==> config.mk <==
export PLATFORM = sky130hd
export DESIGN_NAME = mem_arbiter
export DESIGN_NICKNAME = d
export VERILOG_FILES = /design/src/rtl/mem_arb_pkg.sv /design/src/rtl/arb_timeout_cnt.sv /design/src/rtl/mem_arbiter.sv
export SDC_FILE = /design/constraint.sdc
export NUM_CORES = 1
export LEC_CHECK = 0
export BUFFER_PORTS_ARGS = -buffer_cell sky130_fd_sc_hd__buf_2
export CORE_MARGIN = 2
export CORE_UTILIZATION = 46
export CTS_CLUSTER_DIAMETER = 40
export DETAILED_ROUTE_END_ITERATION = 10
export HOLD_SLACK_MARGIN = 0.02
export PLACE_DENSITY = 0.88
export SLEW_MARGIN = 15
export SYNTH_ARGS = -nofsm -noshare
export SYNTH_HDL_FRONTEND = slang
export SYNTH_SLANG_ARGS = --single-unit
export TNS_END_PERCENT = 30
==> constraint.sdc <==
create_clock -name clock -period 5.25 [get_ports clock]
set_clock_uncertainty 0.15 [all_clocks]
set_input_delay 1.05 -clock clock [delete_from_list [all_inputs] [get_ports clock]]
set_output_delay 1.05 -clock clock [all_outputs]
set_load 0.005 [all_outputs]
==> src/rtl/mem_arb_pkg.sv <==
// mem_arb_pkg: shared types and constants for the unified-memory arbiter.
//   arb_state_e : arbiter FSM states (2-bit)
//   owner_e     : which pipeline stage owns the current grant
//   ABORT_DATA  : word returned to the owner when a grant is aborted by the watchdog
package mem_arb_pkg;

    typedef enum logic [1:0] {
        IDLE  = 2'd0,
        GNT_I = 2'd1,
        GNT_D = 2'd2,
        RESP  = 2'd3
    } arb_state_e;

    typedef enum logic {
        OWNER_IF = 1'b0,
        OWNER_ME = 1'b1
    } owner_e;

    localparam logic [31:0] ABORT_DATA = 32'hDEAD_BEEF;

    // Only meaningful in a grant state; GNT_D belongs to ME, everything else to IF.
    function automatic owner_e grant_owner(input arb_state_e state);
        return (state == GNT_D) ? OWNER_ME : OWNER_IF;
    endfunction

endpackage

==> src/rtl/arb_timeout_cnt.sv <==
// arb_timeout_cnt: watchdog counter for a memory grant.
//   i_clock  : clock, rising edge
//   i_reset  : asynchronous active-high reset
//   i_clear  : synchronous clear (arbiter idle)
//   i_en     : count this cycle (arbiter in a grant state)
//   o_expire : high in the TIMEOUT-th consecutive grant cycle
// Only instantiated when MEM_ARB_TIMEOUT_EN is defined.
module arb_timeout_cnt #(
    parameter int unsigned TIMEOUT = 255,
    parameter int unsigned CNT_W   = 8
) (
    input  logic i_clock,
    input  logic i_reset,
    input  logic i_clear,
    input  logic i_en,
    output logic o_expire
);

    logic [CNT_W-1:0] r_cnt;

    always_ff @(posedge i_clock or posedge i_reset) begin
        if (i_reset) begin
            r_cnt <= '0;
        end else if (i_clear) begin
            r_cnt <= '0;
        end else if (i_en) begin
            r_cnt <= r_cnt + CNT_W'(1);
        end
    end

    // r_cnt is 0 in the first grant cycle, so TIMEOUT-1 marks the last allowed cycle.
    assign o_expire = i_en & (r_cnt == CNT_W'(TIMEOUT - 1));

endmodule

==> src/rtl/mem_arbiter.sv <==
// mem_arbiter: shares one single-port, variable-latency memory between the IF stage
// (read-only fetch) and the ME stage (load/store), and raises the pipeline stall.
//   clock, reset_0            : clock (rising edge), asynchronous active-high reset
//   if_req/if_addr            : fetch request (level) and address
//   if_rdata/if_done          : fetched word (held) and one-cycle completion pulse
//   me_req/me_we/me_addr/
//   me_wdata                  : data request (level), store flag, address, store data
//   me_rdata/me_done          : load data (held) and one-cycle completion pulse
//   mem_req/mem_we/mem_addr/
//   mem_wdata                 : registered memory command
//   mem_rdata/mem_ack         : memory read data and one-cycle completion
//   stall                     : combinational pipeline stall
//   err                       : sticky watchdog abort flag (0 unless MEM_ARB_TIMEOUT_EN)
// Optional feature: define MEM_ARB_TIMEOUT_EN to abort grants after TIMEOUT cycles.
module mem_arbiter
    import mem_arb_pkg::*;
#(
    parameter int unsigned ADDR_W  = 32,
    parameter int unsigned DATA_W  = 32,
    parameter int unsigned TIMEOUT = 255
) (
    input  logic              clock,
    input  logic              reset_0,
    input  logic              if_req,
    input  logic [ADDR_W-1:0] if_addr,
    output logic [DATA_W-1:0] if_rdata,
    output logic              if_done,
    input  logic              me_req,
    input  logic              me_we,
    input  logic [ADDR_W-1:0] me_addr,
    input  logic [DATA_W-1:0] me_wdata,
    output logic [DATA_W-1:0] me_rdata,
    output logic              me_done,
    output logic              mem_req,
    output logic              mem_we,
    output logic [ADDR_W-1:0] mem_addr,
    output logic [DATA_W-1:0] mem_wdata,
    input  logic [DATA_W-1:0] mem_rdata,
    input  logic              mem_ack,
    output logic              stall,
    output logic              err
);

    arb_state_e        r_state;
    logic              r_mem_req;
    logic              r_mem_we;
    logic [ADDR_W-1:0] r_mem_addr;
    logic [DATA_W-1:0] r_mem_wdata;
    logic [DATA_W-1:0] r_if_rdata;
    logic [DATA_W-1:0] r_me_rdata;
    logic              r_if_done;
    logic              r_me_done;
    logic              r_err;

    logic              w_granted;
    logic              w_expire;
    logic              w_abort;
    logic              w_finish;
    owner_e            w_owner;
    logic [DATA_W-1:0] w_cap_data;

    assign w_granted = (r_state == GNT_I) || (r_state == GNT_D);
    assign w_owner   = grant_owner(r_state);

`ifdef MEM_ARB_TIMEOUT_EN
    localparam int unsigned CNT_W = ($clog2(TIMEOUT + 1) > 8) ? $clog2(TIMEOUT + 1) : 8;

    arb_timeout_cnt #(
        .TIMEOUT (TIMEOUT),
        .CNT_W   (CNT_W)
    ) u_timeout_cnt (
        .i_clock  (clock),
        .i_reset  (reset_0),
        .i_clear  (r_state == IDLE),
        .i_en     (w_granted),
        .o_expire (w_expire)
    );
`else
    // No watchdog: grants wait for mem_ack forever. TIMEOUT is referenced but has no effect.
    assign w_expire = 1'b0 & (TIMEOUT == 0);
`endif

    // A real ack always wins over an expiry in the same cycle.
    assign w_abort    = w_granted & w_expire & ~mem_ack;
    assign w_finish   = w_granted & (mem_ack | w_expire);
    assign w_cap_data = w_abort ? DATA_W'(ABORT_DATA) : mem_rdata;

    always_ff @(posedge clock or posedge reset_0) begin
        if (reset_0) begin
            r_state     <= IDLE;
            r_mem_req   <= 1'b0;
            r_mem_we    <= 1'b0;
            r_mem_addr  <= '0;
            r_mem_wdata <= '0;
            r_if_rdata  <= '0;
            r_me_rdata  <= '0;
            r_if_done   <= 1'b0;
            r_me_done   <= 1'b0;
            r_err       <= 1'b0;
        end else begin
            r_if_done <= 1'b0;
            r_me_done <= 1'b0;
            unique case (r_state)
                IDLE: begin
                    // ME first: it issues at most once per instruction, so IF cannot starve.
                    if (me_req) begin
                        r_mem_req   <= 1'b1;
                        r_mem_we    <= me_we;
                        r_mem_addr  <= me_addr;
                        r_mem_wdata <= me_wdata;
                        r_state     <= GNT_D;
                    end else if (if_req) begin
                        r_mem_req   <= 1'b1;
                        r_mem_we    <= 1'b0;
                        r_mem_addr  <= if_addr;
                        r_state     <= GNT_I;
                    end
                end
                GNT_I, GNT_D: begin
                    if (w_finish) begin
                        r_mem_req <= 1'b0;
                        r_mem_we  <= 1'b0;
                        r_state   <= RESP;
                        r_err     <= r_err | w_abort;
                        if (w_owner == OWNER_ME) begin
                            r_me_done <= 1'b1;
                            // A completed store leaves the load-data register untouched.
                            if (w_abort || !r_mem_we) begin
                                r_me_rdata <= w_cap_data;
                            end
                        end else begin
                            r_if_done  <= 1'b1;
                            r_if_rdata <= w_cap_data;
                        end
                    end
                end
                // Requester still shows its old req during the done pulse; do not re-grant.
                RESP: r_state <= IDLE;
                default: r_state <= IDLE;
            endcase
        end
    end

    assign mem_req   = r_mem_req;
    assign mem_we    = r_mem_we;
    assign mem_addr  = r_mem_addr;
    assign mem_wdata = r_mem_wdata;
    assign if_rdata  = r_if_rdata;
    assign if_done   = r_if_done;
    assign me_rdata  = r_me_rdata;
    assign me_done   = r_me_done;
    assign err       = r_err;

    assign stall = (if_req & ~r_if_done) | (me_req & ~r_me_done);

endmodule

==> results.toml, run 1 <==
[die]
core_area_mm2 = 0.0115
rows = 39
fp.dieW_um = 113
ios = 268
dieArea_mm2 = 0.0128
die_h_um = 113
initial_core_util = 0.476

[placement]
port_buffers = 266
pre_cts_ws_ps = 2040
dp_hpwl_mm = 9.71
placed_area_mm2 = 0.00691
place_congestion = 0.787
place_inst = 771

[cts]
clock-sinks = 134
post_cts_buffers = 0
cts_tree = "built"
root_buffer = "clkbuf_16"
cts.clk_slew.worst_paths_ps = 50
insertion_delay_ps = 410
htreeDepth = 4
cts_hold_buffers = 0
ctsLongestPathBuffers = 2
post_cts_resized = 0
cts_buffers = 17

[sta]
period_needed_ps = 2730
timing.final.ws_setup_ps = 2520
hold_viol = 0
finalCritPeriodShare = 0.520
slew_headroom = 0.233
slew_viol_final = 0
rsz0062_at_grt = "no"
worst_pin_slew_ps = 1150
setup_viol = 0
timing.hold.ws_ps = 328
max_freq_mhz = 366
fin_tns_setup_ps = 0

[global_routing]
gr-total-overflow = 0
grt_max_degree = 91
grt_pass1_vias = 4257
antenna_found_initial = 0
grt_usage = 0.208
grt_pass1_wl_mm = 20.7

[route]
first_pass_iters = 7
vias = 3927
wire_per_inst_um = 16.1
drtAntennaViolNets = 0
vias_per_cell = 4.89
wl_mm = 13.0
drt-initial-drc-count = 173
drcViolationCount = 18

[synth]
synth_seq_cells = 134
syn_nets = 517
ys_seq_area_frac = 0.611
synth_edf_count = 0
yosysTopAreaCellShare = 0.611
synth.distinct_cells = 25
syn_avg_cell_area_um2 = 14.4
yosysWarnings = 0
synth.area.top_cells = "dfrtp_1 (61%), mux2_2 (14%), mux2_4 (8.2%)"
netlist.top_cell.by_area = "dfrtp_1"
syn_inst = 380
synth_ff_type = "dfrtp_1"
syn_area_mm2 = 0.00549
async_flop_share = 1.00

[worst_setup_path]
startpoint_type = "primary input"
reg2reg_slack_ps = 2750
required_ps = 4050
r2r_start = "r_state[1]"
cp.arrival_ps = 1530
cp_max_fo = 3
criticalPathCategory = "primary input to output pin"
reg2regPathDepth = 5
end_kind = "output pin"
r2r_end = "me_rdata[21]"

[final_layout]
final_nets = 785
drive_above_1_share = 0.609
antennaDiodeCount = 0
final_cells = 803
final_area_mm2 = 0.00750
synthToLayoutAreaGrowth_pct = 36.7
final_common_cell = "buf_2"
layout_common_cells = "buf_2 (266), dfrtp_1 (134), mux2_2 (68)"

[status]
violations = "design-rule violations"
status = "complete, but fails checks"

[min_path]
min_to = "mem_addr[3]"
min_from = "mem_addr[3]"
hp-class = "flip-flop to flip-flop"
hold_depth = 2

[power_and_ir_drop]
p_leak_nw = 3.98
p_per_area_mw_per_mm2 = 624
peakVddDrop_mv = 0.380

[run]
max_cap_viol_count = 0
state kept, by name (all words and copies together), names as in the netlist:
| signal | count |
|---|---|
| if_done | 1 |
| if_rdata | 32 |
| me_done | 1 |
| me_rdata | 32 |
| mem_addr | 32 |
| mem_req | 1 |
| mem_wdata | 32 |
| mem_we | 1 |
| r_state | 2 |
stage by stage:
stage           util  power (W)
3_3_place_gp   0.600    0.00347
5_1_grt        0.651    0.00499
3_5_place_dp   0.600    0.00360
2_1_floorplan      -    0.00281
6_report       0.651    0.00468
4_1_cts        0.648    0.00472
final cells by class:
cell class | instances | area, um^2
inverters | 8 | 35.0
fillers | 859 | 4020
repair buffers | 271 | 1390
clock inverters | 11 | 100
multi-input cells | 216 | 1980
well taps | 143 | 179
clock buffers | 20 | 457
flip-flops and latches | 134 | 3350
cells in the mapped netlist (3+ instances only):
library cell  count
buf_2            13
buf_6             4
clkbuf_1          4
dfrtp_1         134
ha_1              3
inv_1             8
mux2_2           68
mux2_4           30
mux2i_1          32
nand2_1          33
nand2b_1          3
o21ai_0          35
where the power goes:
| part | switching, W | internal [W] |
|---|---|---|
| sequential | 0.000276 | 0.00156 |
| clock | 0.000426 | 0.000672 |
| combinational | 0.000740 | 0.00100 |
| total | 0.00144 | 0.00324 |
cells by family (layout without fill, tap and decap cells):
kind of cell	count (synthesis)	count (layout)	share of synthesized area
multiplexers	130	130	0.280
other	1	1	0.000684
AND/OR/NAND/NOR	40	40	0.0303
adder cells (fa/ha/maj)	3	3	0.00684
flip-flops	134	134	0.611
AO/OA/AOI/OAI	42	42	0.0411
buffers and inverters	30	310	0.0297
how the worst max path moves through the flow:
stage	from	end	slack, ps	cells after the start
final	if_req	stall	2520	4
after global routing	if_req	stall	2500	4
after CTS	if_req	stall	2520	4
after detailed placement	me_req	mem_addr[8]	2040	4
after global placement	me_req	mem_req	2210	5
after floorplan	reset_0	if_done	470	1
critical path, stage by stage:
cell,delay [ps]
buf_2,120
inv_1,60
o22ai_1,160
buf_2,140
routing by layer:
layer  vias to the layer above  global-route usage  part of all wire
li1                       1853                   -                 -
met1                      1869               0.231              0.37
met2                       168               0.365              0.52
met3                        37              0.0568             0.071
met4                         0               0.107             0.034
met5                         -                   0                 0
Power figures use the tool's default switching activity.
==> run 2, diff against run 1 <==
--- a/config.mk
+++ b/config.mk
@@ -7,11 +7,11 @@
 export LEC_CHECK = 0
 export BUFFER_PORTS_ARGS = -buffer_cell sky130_fd_sc_hd__buf_2
 export CORE_MARGIN = 2
-export CORE_UTILIZATION = 46
+export CORE_UTILIZATION = 42
 export CTS_CLUSTER_DIAMETER = 40
 export DETAILED_ROUTE_END_ITERATION = 10
 export HOLD_SLACK_MARGIN = 0.02
-export PLACE_DENSITY = 0.88
+export PLACE_DENSITY = 0.85
 export SLEW_MARGIN = 15
 export SYNTH_ARGS = -nofsm -noshare
 export SYNTH_HDL_FRONTEND = slang
==> constraint.sdc (replaced) <==
create_clock -name clock -period 2.4 [get_ports clock]
set_clock_uncertainty 0.15 [all_clocks]
set_input_delay 0.48 -clock clock [delete_from_list [all_inputs] [get_ports clock]]
set_output_delay 0.48 -clock clock [all_outputs]
set_load 0.005 [all_outputs]
==> run 2 against run 1 <==
  * The run now ends clean
  * Critical path depth up 2
  * Register-to-register slack lost 2500 ps
  * Hold slack worse by 290 ps
  * Power rose by 120%
  * Worst setup slack got worse by 2200 ps
  * Via count rose by 0.81%
  * First-iteration DRC count decreased by 1.7%
  * Combinational power rose by 120%
  * Sequential share of layout area decreased by 0.92 points
  * Count of clock-buffer cells in the layout stayed put
  * Clock power up 140%
  * Critical path type is now flip-flop to flip-flop
  * Highest routed layer unchanged
==> results.toml, run 2 (same netlist as run 1, synthesis figures left out) <==
[route]
drcViolationCount = 0
vias = 3959
vias_per_cell = 4.73
wl_mm = 12.9
drtAntennaViolNets = 0
drt-initial-drc-count = 170
wire_per_inst_um = 15.5
first_pass_iters = 4

[cts]
post_cts_buffers = 0
cts_tree = "built"
insertion_delay_ps = 400
cts.clk_slew.worst_paths_ps = 60
clock-sinks = 134
post_cts_resized = 0
cts_buffers = 17
htreeDepth = 4
ctsLongestPathBuffers = 2
root_buffer = "clkbuf_16"
cts_hold_buffers = 0

[min_path]
hp-class = "primary input to async pin"

[final_layout]
final-seq-area_mm2 = 0.00335
final_common_cell = "buf_2"
final_nets = 789
fill_cells = 996
drive_above_1_share = 0.612
synthToLayoutAreaGrowth_pct = 39.5
fin_util = 0.604
antennaDiodeCount = 0
multi_input_area_mm2 = 0.00198
layout_common_cells = "buf_2 (266), dfrtp_1 (134), mux2_2 (68)"

[sta]
period_needed_ps = 2110
setup_viol = 0
slew_viol_final = 0
rsz0062_at_grt = "no"
finalCritPeriodShare = 0.879
max_freq_mhz = 474
fin_tns_setup_ps = 0
slew_headroom = 0.655
worst_pin_slew_ps = 518
hold_viol = 0

[placement]
dp_hpwl_mm = 9.65
place_congestion = 0.833
port_buffers = 266

[die]
initial_core_util = 0.433
die_h_um = 118
dieArea_mm2 = 0.0140
core_area_mm2 = 0.0127
ios = 268
fp.dieW_um = 118
rows = 41

[worst_setup_path]
critPathBufInv = 2
crit_chain = "inv_1, ha_1, and3_1, nand2b_2, buf_12, mux2_4"
cp_max_fo = 19
cp.arrival_ps = 2250
cpPeakStageDelay_ps = 380
cp_slowest_cell = "dfrtp_1"
required_ps = 2540
end_kind = "flip-flop"
cp_top_family = "simple AND/OR/NAND/NOR gates"
criticalPathCategory = "flip-flop to flip-flop"
startpoint_type = "flip-flop"

[power_and_ir_drop]
clockPowerShare = 0.251
p_per_area_mw_per_mm2 = 1370
p_int_w = 0.00732
seqPwrFrac = 0.384
peakVddDrop_mv = 0.652
switchingPower_w = 0.00316
switching_share = 0.302
combPwrFrac = 0.365
p_leak_nw = 4.04

[global_routing]
grt_max_degree = 71
grt_pass1_vias = 4275
antenna_found_initial = 0
grt_usage = 0.190
gr-total-overflow = 0
grt_pass1_wl_mm = 21.0

[run]
max_cap_viol_count = 0

[status]
status = "finished clean"
run 2: cell count changes in the layout (fill, tap and decap cells not counted):
cell,before,now
buf_12,0,5
buf_16,1,0
bufinv_16,1,3
clkinv_2,3,4
clkinvlp_4,5,4
inv_6,3,2
run 2: final timing paths:
path,from,end,slack [ps],cells past startpoint
worst min register to register,mem_addr[6],mem_addr[6],320,2
worst max-delay path,r_state[1],me_rdata[13],290,6
max in group asynchronous,reset_0,if_rdata[6],1750,3
worst min-delay path,reset_0,mem_wdata[14],40,3
worst max register to register,r_state[1],me_rdata[13],290,6
min in group clock,me_wdata[11],mem_wdata[11],150,2
run 2: worst register-to-register path: stages, from the launching register on:
cell and delay [ps]:
dfrtp_1 380, inv_1 80, ha_1 360, and3_1 200, nand2b_2 260, buf_12 240
mux2_4 340
run 2: metal layers:
metal,wire length [um],global-route usage,vias up
li1,-,-,1870
met1,5010,0.208,1899
met2,6840,0.340,166
met3,817,0.0589,24
met4,269,0.0806,0
met5,0,0,-
run 2: stage by stage:
stage	hold WS [ps]	setup slack (ps)	cells	total power (W)	cell area, um^2
finish	35.4	291	837	0.0105	7650
floorplan	323	105	380	0.00615	5490
CTS	48.2	261	837	0.0106	7650
global route	54.3	131	837	0.0112	7650
detailed placement	316	285	805	0.00794	7050
global placement	309	365	805	0.00769	7050
run 2: area by class of cell:
cell class              count  share of cell area
clock buffers              20              0.0597
clock inverters            12              0.0196
inverters                   8             0.00441
multi-input cells         216               0.259
flip-flops and latches    134               0.438
well taps                 172              0.0281
repair buffers            275               0.191
run 2: power by group through the flow:
stage	logic [W]	registers (W)	clock network (W)
floorplan	0.00207	0.00408	0
global placement	0.00371	0.00398	0
detailed placement	0.00389	0.00404	0
CTS	0.00391	0.00404	0.00269
global route	0.00419	0.00417	0.00280
finish	0.00383	0.00403	0.00263
